===== config.mk =====
export PLATFORM = sky130hd
export DESIGN_NAME = pe_uno_iter_flat
export DESIGN_NICKNAME = d
export VERILOG_FILES = /design/src/rtl/pe_uno_iter_if.sv /design/src/rtl/pe_uno_iter.sv /design/src/flat_wrapper.sv
export SDC_FILE = /design/constraint.sdc
export NUM_CORES = 1
export LEC_CHECK = 0
export CAP_MARGIN = 10
export CORE_MARGIN = 3
export CORE_UTILIZATION = 50
export CTS_BUF_LIST = sky130_fd_sc_hd__clkbuf_16
export CTS_CLUSTER_SIZE = 16
export DETAILED_ROUTE_END_ITERATION = 10
export DONT_BUFFER_PORTS = 1
export GPL_TIMING_DRIVEN = 1
export PLACE_DENSITY_LB_ADDON = 0.3
export SLEW_MARGIN = 10
export SYNTH_ARGS = -nofsm -noshare
export SYNTH_HDL_FRONTEND = slang
export SYNTH_SLANG_ARGS = --single-unit

===== constraint.sdc =====
create_clock -name clk -period 7.4 [get_ports clk]
set_clock_uncertainty 0.1 [all_clocks]
set_input_delay 0.74 -clock clk [delete_from_list [all_inputs] [get_ports clk]]
set_output_delay 0.74 -clock clk [all_outputs]
set_load 0.01 [all_outputs]

===== src/rtl/pe_uno_iter_if.sv =====
// Bundle of the data/handshake signals of pe_uno_iter.
// slave  : PE side (drives results, forwarded operands and status)
// master : environment side (drives operands, job control and coefficient table reads)
// Signals:
//   mode_i, in_valid_i, x_i, wc_i, o_i            GEMM operands and upstream partial sum
//   start_i, iter_i, mac_i                         unary job control and initial value
//   coef_scale_i, coef_offset_i                    per-step coefficients for iter_idx_o
//   sat_clr_i                                      clears sticky saturation flag
//   wc_o, x_o, o_o, o_valid_o                      forwarded operands and result
//   busy_o, done_o, iter_idx_o, sat_o              status
interface pe_uno_iter_if #(
    parameter int unsigned MUL_BW  = 16,
    parameter int unsigned ACC_BW  = 32,
    parameter int unsigned ITER_BW = 4
);
    logic [1:0]         mode_i;
    logic               in_valid_i;
    logic [MUL_BW-1:0]  x_i;
    logic [MUL_BW-1:0]  wc_i;
    logic [ACC_BW-1:0]  o_i;
    logic               start_i;
    logic [ITER_BW-1:0] iter_i;
    logic [ACC_BW-1:0]  mac_i;
    logic [MUL_BW-1:0]  coef_scale_i;
    logic [ACC_BW-1:0]  coef_offset_i;
    logic               sat_clr_i;
    logic [MUL_BW-1:0]  wc_o;
    logic [MUL_BW-1:0]  x_o;
    logic [ACC_BW-1:0]  o_o;
    logic               o_valid_o;
    logic               busy_o;
    logic               done_o;
    logic [ITER_BW-1:0] iter_idx_o;
    logic               sat_o;

    modport slave (
        input  mode_i, in_valid_i, x_i, wc_i, o_i, start_i, iter_i, mac_i,
               coef_scale_i, coef_offset_i, sat_clr_i,
        output wc_o, x_o, o_o, o_valid_o, busy_o, done_o, iter_idx_o, sat_o
    );

    modport master (
        output mode_i, in_valid_i, x_i, wc_i, o_i, start_i, iter_i, mac_i,
               coef_scale_i, coef_offset_i, sat_clr_i,
        input  wc_o, x_o, o_o, o_valid_o, busy_o, done_o, iter_idx_o, sat_o
    );
endinterface


===== src/rtl/pe_uno_iter.sv =====
// Reconfigurable systolic PE.
//   mode 00: GEMM MAC, o_o <= sat(wc*x + o_i), 2-cycle latency, one operand pair per cycle.
//   mode 01/10/11: iterative unary job, acc <= sat(T(acc)*scale_k + offset_k) for N steps,
//   coefficients read combinationally from an external table addressed by iter_idx_o.
// Ports:
//   clk, rst_n  clock and asynchronous active-low reset
//   bus         pe_uno_iter_if slave modport (operands, job control, results, status)
module pe_uno_iter #(
    parameter int unsigned INT_BW   = 5,
    parameter int unsigned FRA_BW   = 10,
    parameter int unsigned MUL_BW   = 16,
    parameter int unsigned ACC_BW   = 32,
    parameter int unsigned ITER_MAX = 8,
    parameter int unsigned ITER_BW  = 4
) (
    input  logic         clk,
    input  logic         rst_n,
    pe_uno_iter_if.slave bus
);
    localparam int unsigned OpBw   = 1 + INT_BW + FRA_BW;
    localparam int unsigned ProdBw = 2 * MUL_BW;

    typedef enum logic [1:0] {StIdle, StRun, StDone} state_e;

    state_e                    state_q;
    logic signed [MUL_BW-1:0]  wreg_q, ireg_q;
    logic                      v1_q;
    logic signed [ACC_BW-1:0]  acc_q, o_q;
    logic                      o_valid_q, done_q, sat_q, sat_d;
    logic [ITER_BW-1:0]        k_q, n_q, n_in;

    logic                      run;
    logic signed [ACC_BW-1:0]  acc_sh;
    logic [ACC_BW-OpBw:0]      acc_hi;
    logic signed [MUL_BW-1:0]  trunc;
    logic                      tr_sat;
    logic signed [MUL_BW-1:0]  op_a, op_b;
    logic signed [ACC_BW-1:0]  addend;
    logic signed [ProdBw-1:0]  prod;
    logic [ACC_BW:0]           sum;
    logic                      add_sat;
    logic signed [ACC_BW-1:0]  mac_res;

    assign run  = (state_q == StRun);
    assign n_in = (bus.iter_i > ITER_BW'(ITER_MAX)) ? ITER_BW'(ITER_MAX) : bus.iter_i;

    // Saturating truncation of the accumulator back to the multiplier operand format.
    always_comb begin
        acc_sh = acc_q >>> FRA_BW;
        acc_hi = acc_sh[ACC_BW-1:OpBw-1];
        tr_sat = 1'b0;
        trunc  = acc_sh[MUL_BW-1:0];
        if (!((&acc_hi) || !(|acc_hi))) begin
            tr_sat = 1'b1;
            trunc  = {acc_sh[ACC_BW-1], {(MUL_BW-1){~acc_sh[ACC_BW-1]}}};
        end
    end

    // One shared MAC: a GEMM stage-2 operation only ever occurs while the FSM is idle,
    // so the unary loop and the GEMM pipeline never contend for it.
    always_comb begin
        op_a    = run ? trunc : wreg_q;
        op_b    = run ? bus.coef_scale_i : ireg_q;
        addend  = run ? bus.coef_offset_i : bus.o_i;
        prod    = ProdBw'(op_a) * ProdBw'(op_b);
        sum     = {{(ACC_BW + 1 - ProdBw){prod[ProdBw-1]}}, prod} + {addend[ACC_BW-1], addend};
        add_sat = (sum[ACC_BW] != sum[ACC_BW-1]);
        mac_res = add_sat ? {sum[ACC_BW], {(ACC_BW-1){~sum[ACC_BW]}}} : sum[ACC_BW-1:0];
    end

    // Sticky saturation: a new event wins over a same-cycle clear.
    always_comb begin
        sat_d = sat_q && !bus.sat_clr_i;
        if ((run && (tr_sat || add_sat)) || (v1_q && add_sat)) begin
            sat_d = 1'b1;
        end
    end

    always_ff @(posedge clk or negedge rst_n) begin
        if (!rst_n) begin
            state_q   <= StIdle;
            wreg_q    <= '0;
            ireg_q    <= '0;
            v1_q      <= 1'b0;
            acc_q     <= '0;
            o_q       <= '0;
            o_valid_q <= 1'b0;
            done_q    <= 1'b0;
            sat_q     <= 1'b0;
            k_q       <= '0;
            n_q       <= '0;
        end else begin
            sat_q     <= sat_d;
            v1_q      <= 1'b0;
            o_valid_q <= 1'b0;
            done_q    <= 1'b0;
            if (v1_q) begin
                o_q       <= mac_res;
                o_valid_q <= 1'b1;
            end
            unique case (state_q)
                StIdle: begin
                    if (bus.start_i && bus.mode_i != 2'b00) begin
                        acc_q <= bus.mac_i;
                        k_q   <= '0;
                        n_q   <= n_in;
                        if (n_in == '0) begin
                            // Zero-step job; its result overrides a GEMM result
                            // landing on the same edge.
                            state_q   <= StDone;
                            o_q       <= bus.mac_i;
                            o_valid_q <= 1'b1;
                            done_q    <= 1'b1;
                        end else begin
                            state_q <= StRun;
                        end
                    end else if (bus.in_valid_i && bus.mode_i == 2'b00) begin
                        wreg_q <= bus.wc_i;
                        ireg_q <= bus.x_i;
                        v1_q   <= 1'b1;
                    end
                end
                StRun: begin
                    acc_q <= mac_res;
                    k_q   <= k_q + ITER_BW'(1);
                    if (k_q == n_q - ITER_BW'(1)) begin
                        state_q   <= StDone;
                        o_q       <= mac_res;
                        o_valid_q <= 1'b1;
                        done_q    <= 1'b1;
                    end
                end
                StDone: begin
                    state_q <= StIdle;
                end
                default: begin
                    state_q <= StIdle;
                end
            endcase
        end
    end

    assign bus.wc_o       = wreg_q;
    assign bus.x_o        = ireg_q;
    assign bus.o_o        = o_q;
    assign bus.o_valid_o  = o_valid_q;
    assign bus.busy_o     = (state_q != StIdle);
    assign bus.done_o     = done_q;
    assign bus.iter_idx_o = k_q;
    assign bus.sat_o      = sat_q;
endmodule

===== src/flat_wrapper.sv =====
// flat-port wrapper written by rule: the top's interface ports become plain ports
module pe_uno_iter_flat 
#(
    parameter int unsigned INT_BW   = 5,
    parameter int unsigned FRA_BW   = 10,
    parameter int unsigned MUL_BW   = 16,
    parameter int unsigned ACC_BW   = 32,
    parameter int unsigned ITER_MAX = 8,
    parameter int unsigned ITER_BW  = 4
)
  (clk, rst_n, bus_mode_i, bus_in_valid_i, bus_x_i, bus_wc_i, bus_o_i, bus_start_i, bus_iter_i, bus_mac_i, bus_coef_scale_i, bus_coef_offset_i, bus_sat_clr_i, bus_wc_o, bus_x_o, bus_o_o, bus_o_valid_o, bus_busy_o, bus_done_o, bus_iter_idx_o, bus_sat_o);
  pe_uno_iter_if #(.MUL_BW(MUL_BW), .ACC_BW(ACC_BW), .ITER_BW(ITER_BW)) bus_i ();
  input  logic clk;
  input  logic rst_n;
  input wire logic [$bits(bus_i.mode_i)-1:0] bus_mode_i;
  input wire logic [$bits(bus_i.in_valid_i)-1:0] bus_in_valid_i;
  input wire logic [$bits(bus_i.x_i)-1:0] bus_x_i;
  input wire logic [$bits(bus_i.wc_i)-1:0] bus_wc_i;
  input wire logic [$bits(bus_i.o_i)-1:0] bus_o_i;
  input wire logic [$bits(bus_i.start_i)-1:0] bus_start_i;
  input wire logic [$bits(bus_i.iter_i)-1:0] bus_iter_i;
  input wire logic [$bits(bus_i.mac_i)-1:0] bus_mac_i;
  input wire logic [$bits(bus_i.coef_scale_i)-1:0] bus_coef_scale_i;
  input wire logic [$bits(bus_i.coef_offset_i)-1:0] bus_coef_offset_i;
  input wire logic [$bits(bus_i.sat_clr_i)-1:0] bus_sat_clr_i;
  output wire logic [$bits(bus_i.wc_o)-1:0] bus_wc_o;
  output wire logic [$bits(bus_i.x_o)-1:0] bus_x_o;
  output wire logic [$bits(bus_i.o_o)-1:0] bus_o_o;
  output wire logic [$bits(bus_i.o_valid_o)-1:0] bus_o_valid_o;
  output wire logic [$bits(bus_i.busy_o)-1:0] bus_busy_o;
  output wire logic [$bits(bus_i.done_o)-1:0] bus_done_o;
  output wire logic [$bits(bus_i.iter_idx_o)-1:0] bus_iter_idx_o;
  output wire logic [$bits(bus_i.sat_o)-1:0] bus_sat_o;
  assign bus_i.mode_i = bus_mode_i;
  assign bus_i.in_valid_i = bus_in_valid_i;
  assign bus_i.x_i = bus_x_i;
  assign bus_i.wc_i = bus_wc_i;
  assign bus_i.o_i = bus_o_i;
  assign bus_i.start_i = bus_start_i;
  assign bus_i.iter_i = bus_iter_i;
  assign bus_i.mac_i = bus_mac_i;
  assign bus_i.coef_scale_i = bus_coef_scale_i;
  assign bus_i.coef_offset_i = bus_coef_offset_i;
  assign bus_i.sat_clr_i = bus_sat_clr_i;
  assign bus_wc_o = bus_i.wc_o;
  assign bus_x_o = bus_i.x_o;
  assign bus_o_o = bus_i.o_o;
  assign bus_o_valid_o = bus_i.o_valid_o;
  assign bus_busy_o = bus_i.busy_o;
  assign bus_done_o = bus_i.done_o;
  assign bus_iter_idx_o = bus_i.iter_idx_o;
  assign bus_sat_o = bus_i.sat_o;
  pe_uno_iter #(.INT_BW(INT_BW), .FRA_BW(FRA_BW), .MUL_BW(MUL_BW), .ACC_BW(ACC_BW), .ITER_MAX(ITER_MAX), .ITER_BW(ITER_BW)) u_core (.clk(clk), .rst_n(rst_n), .bus(bus_i));
endmodule

==> impl_metrics.json <==
{
  "io_buffers": 0,
  "endpoint_kind": "flop",
  "via_per_inst": 5.65,
  "antenna_left": 0,
  "final_cell_mix": "nand2_1, inv_1, fa_1",
  "routed_wirelength_um": 50800,
  "synth.distinct_cells": 62,
  "core_um2": 31700,
  "period_minus_slack_ns": 7.31,
  "wire_per_inst_um": 21.1,
  "num_vias": 13583,
  "ys_seq_elements": 100,
  "maxCapViolCount": 0,
  "finalHoldViolCount": 0,
  "route.met2.wl_um": 24800,
  "synth_edf_count": 0,
  "drt_iter0_markers": 1070,
  "path_max_fanout": 8,
  "setup_tns_ns": 0,
  "antenna_found_initial": 1,
  "layout_commonest_cell": "nand2_1",
  "cts.clk_slew.worst_paths_ns": 0.08,
  "maxSlewViolCount": 0,
  "die_w_um": 186,
  "cts_buffer_depth": 2,
  "grt_pass1_wl_um": 78500,
  "fin_cells": 2406,
  "grt-ovfl-total": 0,
  "fmax_ghz": 0.137,
  "synth_fa_ha_area_share_pct": 45.1,
  "hp-class": "in -> async",
  "crit_arrival_ns": 7.47,
  "gp_congestion": 0.959,
  "period_share_pct": 98.8,
  "mappedNetlistArea_um2": 16100,
  "hpwlAfterDp_um": 41600,
  "rsz0062_at_grt": "true",
  "cp.required_ns": 7.55,
  "dr.max_layer_used": "met4",
  "synth_simple_gate_area_share_pct": 15.0,
  "synth_top_area_cell": "fa_1",
  "synth_compound_area_share_pct": 10.8,
  "dr.pass1.iters": 5,
  "syn_to_final_growth_pct": 18.0,
  "slew_headroom_pct": 44.0,
  "synthMuxAreaShare_pct": 1.12,
  "synthTopCellsByArea": "fa_1, dfrtp_1, nand2_1",
  "synth_top_family_by_area": "adder cells",
  "cts_root_buf": "clkbuf_16",
  "dp.cells": 2357,
  "finalNetCount": 2556,
  "die_area_um2": 34500,
  "syn_avg_cell_area_um2": 8.76,
  "syn-instance-count": 1843,
  "synth-xor-area-share_pct": 2.50,
  "finalSetupViolCount": 0,
  "synthFlopType": "dfrtp_1",
  "status": "finished, final reports clean",
  "grt_pass1_vias": 14041,
  "synth_top_cell_area_share_pct": 37.1,
  "ys_seq_area_share_pct": 15.5,
  "yosysWarnings": 0,
  "initial_core_util_pct": 50.9,
  "worst_pin_slew_ns": 0.840,
  "row_count": 65,
  "grtUsageTotal_pct": 30.0,
  "clock-sinks": 100,
  "htree_levels": 3,
  "synthArstFlopShare_pct": 100,
  "cts_tree": "built",
  "crit_type": "reg -> reg",
  "grt_max_degree": 101,
  "fp.dieH_um": 186,
  "cts_inserted_buffers": 9,
  "start_kind": "flop",
  "wl_met1_um": 19900,
  "drive_gt1_share_pct": 16.6,
  "io_pins": 227,
  "drc_errors": 0,
  "antennaDiodeCount": 0,
  "synth_nets": 2400,
  "route.met3.wl_um": 3820,
  "clock_latency_ns": 0.37
}
## layer usage
layer  vias up  track usage, %
li1       6007               -
met1      6798            39.8
met2       647            50.5
met3       131            4.85
met4         0            10.3
met5         -               0
## layout make-up
class,count,area (µm²)
Fill cell,2731,12700
Multi-Input combinational cell,1324,12500
Sequential cell,100,2500
Timing Repair Buffer,209,1840
Inverter,355,1340
Tap cell,402,503
Clock buffer,9,225
Clock inverter,7,103
## flip-flops by register name (all words and copies together), names as in the netlist, 2 cells and up
register and count:
u_core.state_q 2, u_core.bus.wc_o 16, u_core.bus.iter_idx_o 4, u_core.acc_q 22, u_core.bus.o_o 32, u_core.n_q 4, u_core.bus.x_o 16
## stage by stage
step | instance area [µm²] | hold slack (ns) | setup slack, ns | utilization (%)
final | 19000 | 0.203 | 0.0868 | 60.0
after global routing | 19000 | 0.246 | -0.172 | 60.0
after CTS | 18300 | 0.213 | -0.00430 | 57.7
after detailed placement | 17900 | 0.346 | -0.160 | 56.4
after global placement | 17900 | 0.347 | -0.0463 | 56.4
after floorplan | 16100 | 0.344 | 0.0203 | -
## worst max-delay path, stage by stage, from the launching register on
cell and delay, ns:
dfrtp_1 0.41, nor2_2 0.17, a31oi_1 0.12, buf_4 0.19, buf_4 0.19, a21oi_2 0.19
o21a_4 0.24, nor2_1 0.08, fa_1 0.50, inv_1 0.05, fa_1 0.52, fa_1 0.53
inv_1 0.06, fa_1 0.53, fa_1 0.51, inv_1 0.05, fa_1 0.49, inv_1 0.07
ha_4 0.29, nand4_1 0.14, nor4_2 0.32, o21ai_2 0.14, a21o_1 0.25, a2bb2oi_4 0.21
xnor2_4 0.11, or2_4 0.30, buf_6 0.15, a221o_1 0.28
## logic make-up after synthesis
kind of cell    count (synthesis)
buf+inv                       420
xor+xnor                       46
fa+ha+maj                     402
simple gates                  602
mux                            18
flops                         100
compound gates                255
## timing repair
action / CTS / global route
buffers inserted: 2 / 28
endpoints found under the setup margin: 53 / 53
hold buffers: 1 / 0
cloned: 0 / 2
hold endpoints to repair: 100 / 0
pin swaps: 1 / 54
resized for setup: 18 / 115
## synthesized netlist by cell type, types with 20 or more instances
cell type and n:
clkbuf_1 53, dfrtp_1 100, nand2_1 390, o211ai_1 34
o21ai_0 32, nor2_1 147, a21oi_1 56, xnor2_1 31
inv_1 355, a22oi_1 36, fa_1 299, ha_1 103
o21ai_1 20
## path summary, 6_finish.rpt
check / endpoint / cells after the start / from / slack (ns)
setup / recovery: u_core.bus.o_o[0] / 27 / u_core.acc_q[27] / 0.09
hold / removal: u_core.bus.o_o[23] / 1 / rst_n / 0.20
max in group asynchronous: u_core.bus.o_o[13] / 1 / rst_n / 6.58
setup reg to reg: u_core.bus.o_o[0] / 27 / u_core.acc_q[27] / 0.09
min in group clk: u_core.bus.x_o[11] / 2 / bus_x_i[11] / 0.37
hold reg to reg: u_core.acc_q[13] / 2 / u_core.acc_q[13] / 0.44
Power is not shown: default switching activity piles up to over one toggle a cycle in this logic, so the estimate is an artifact.
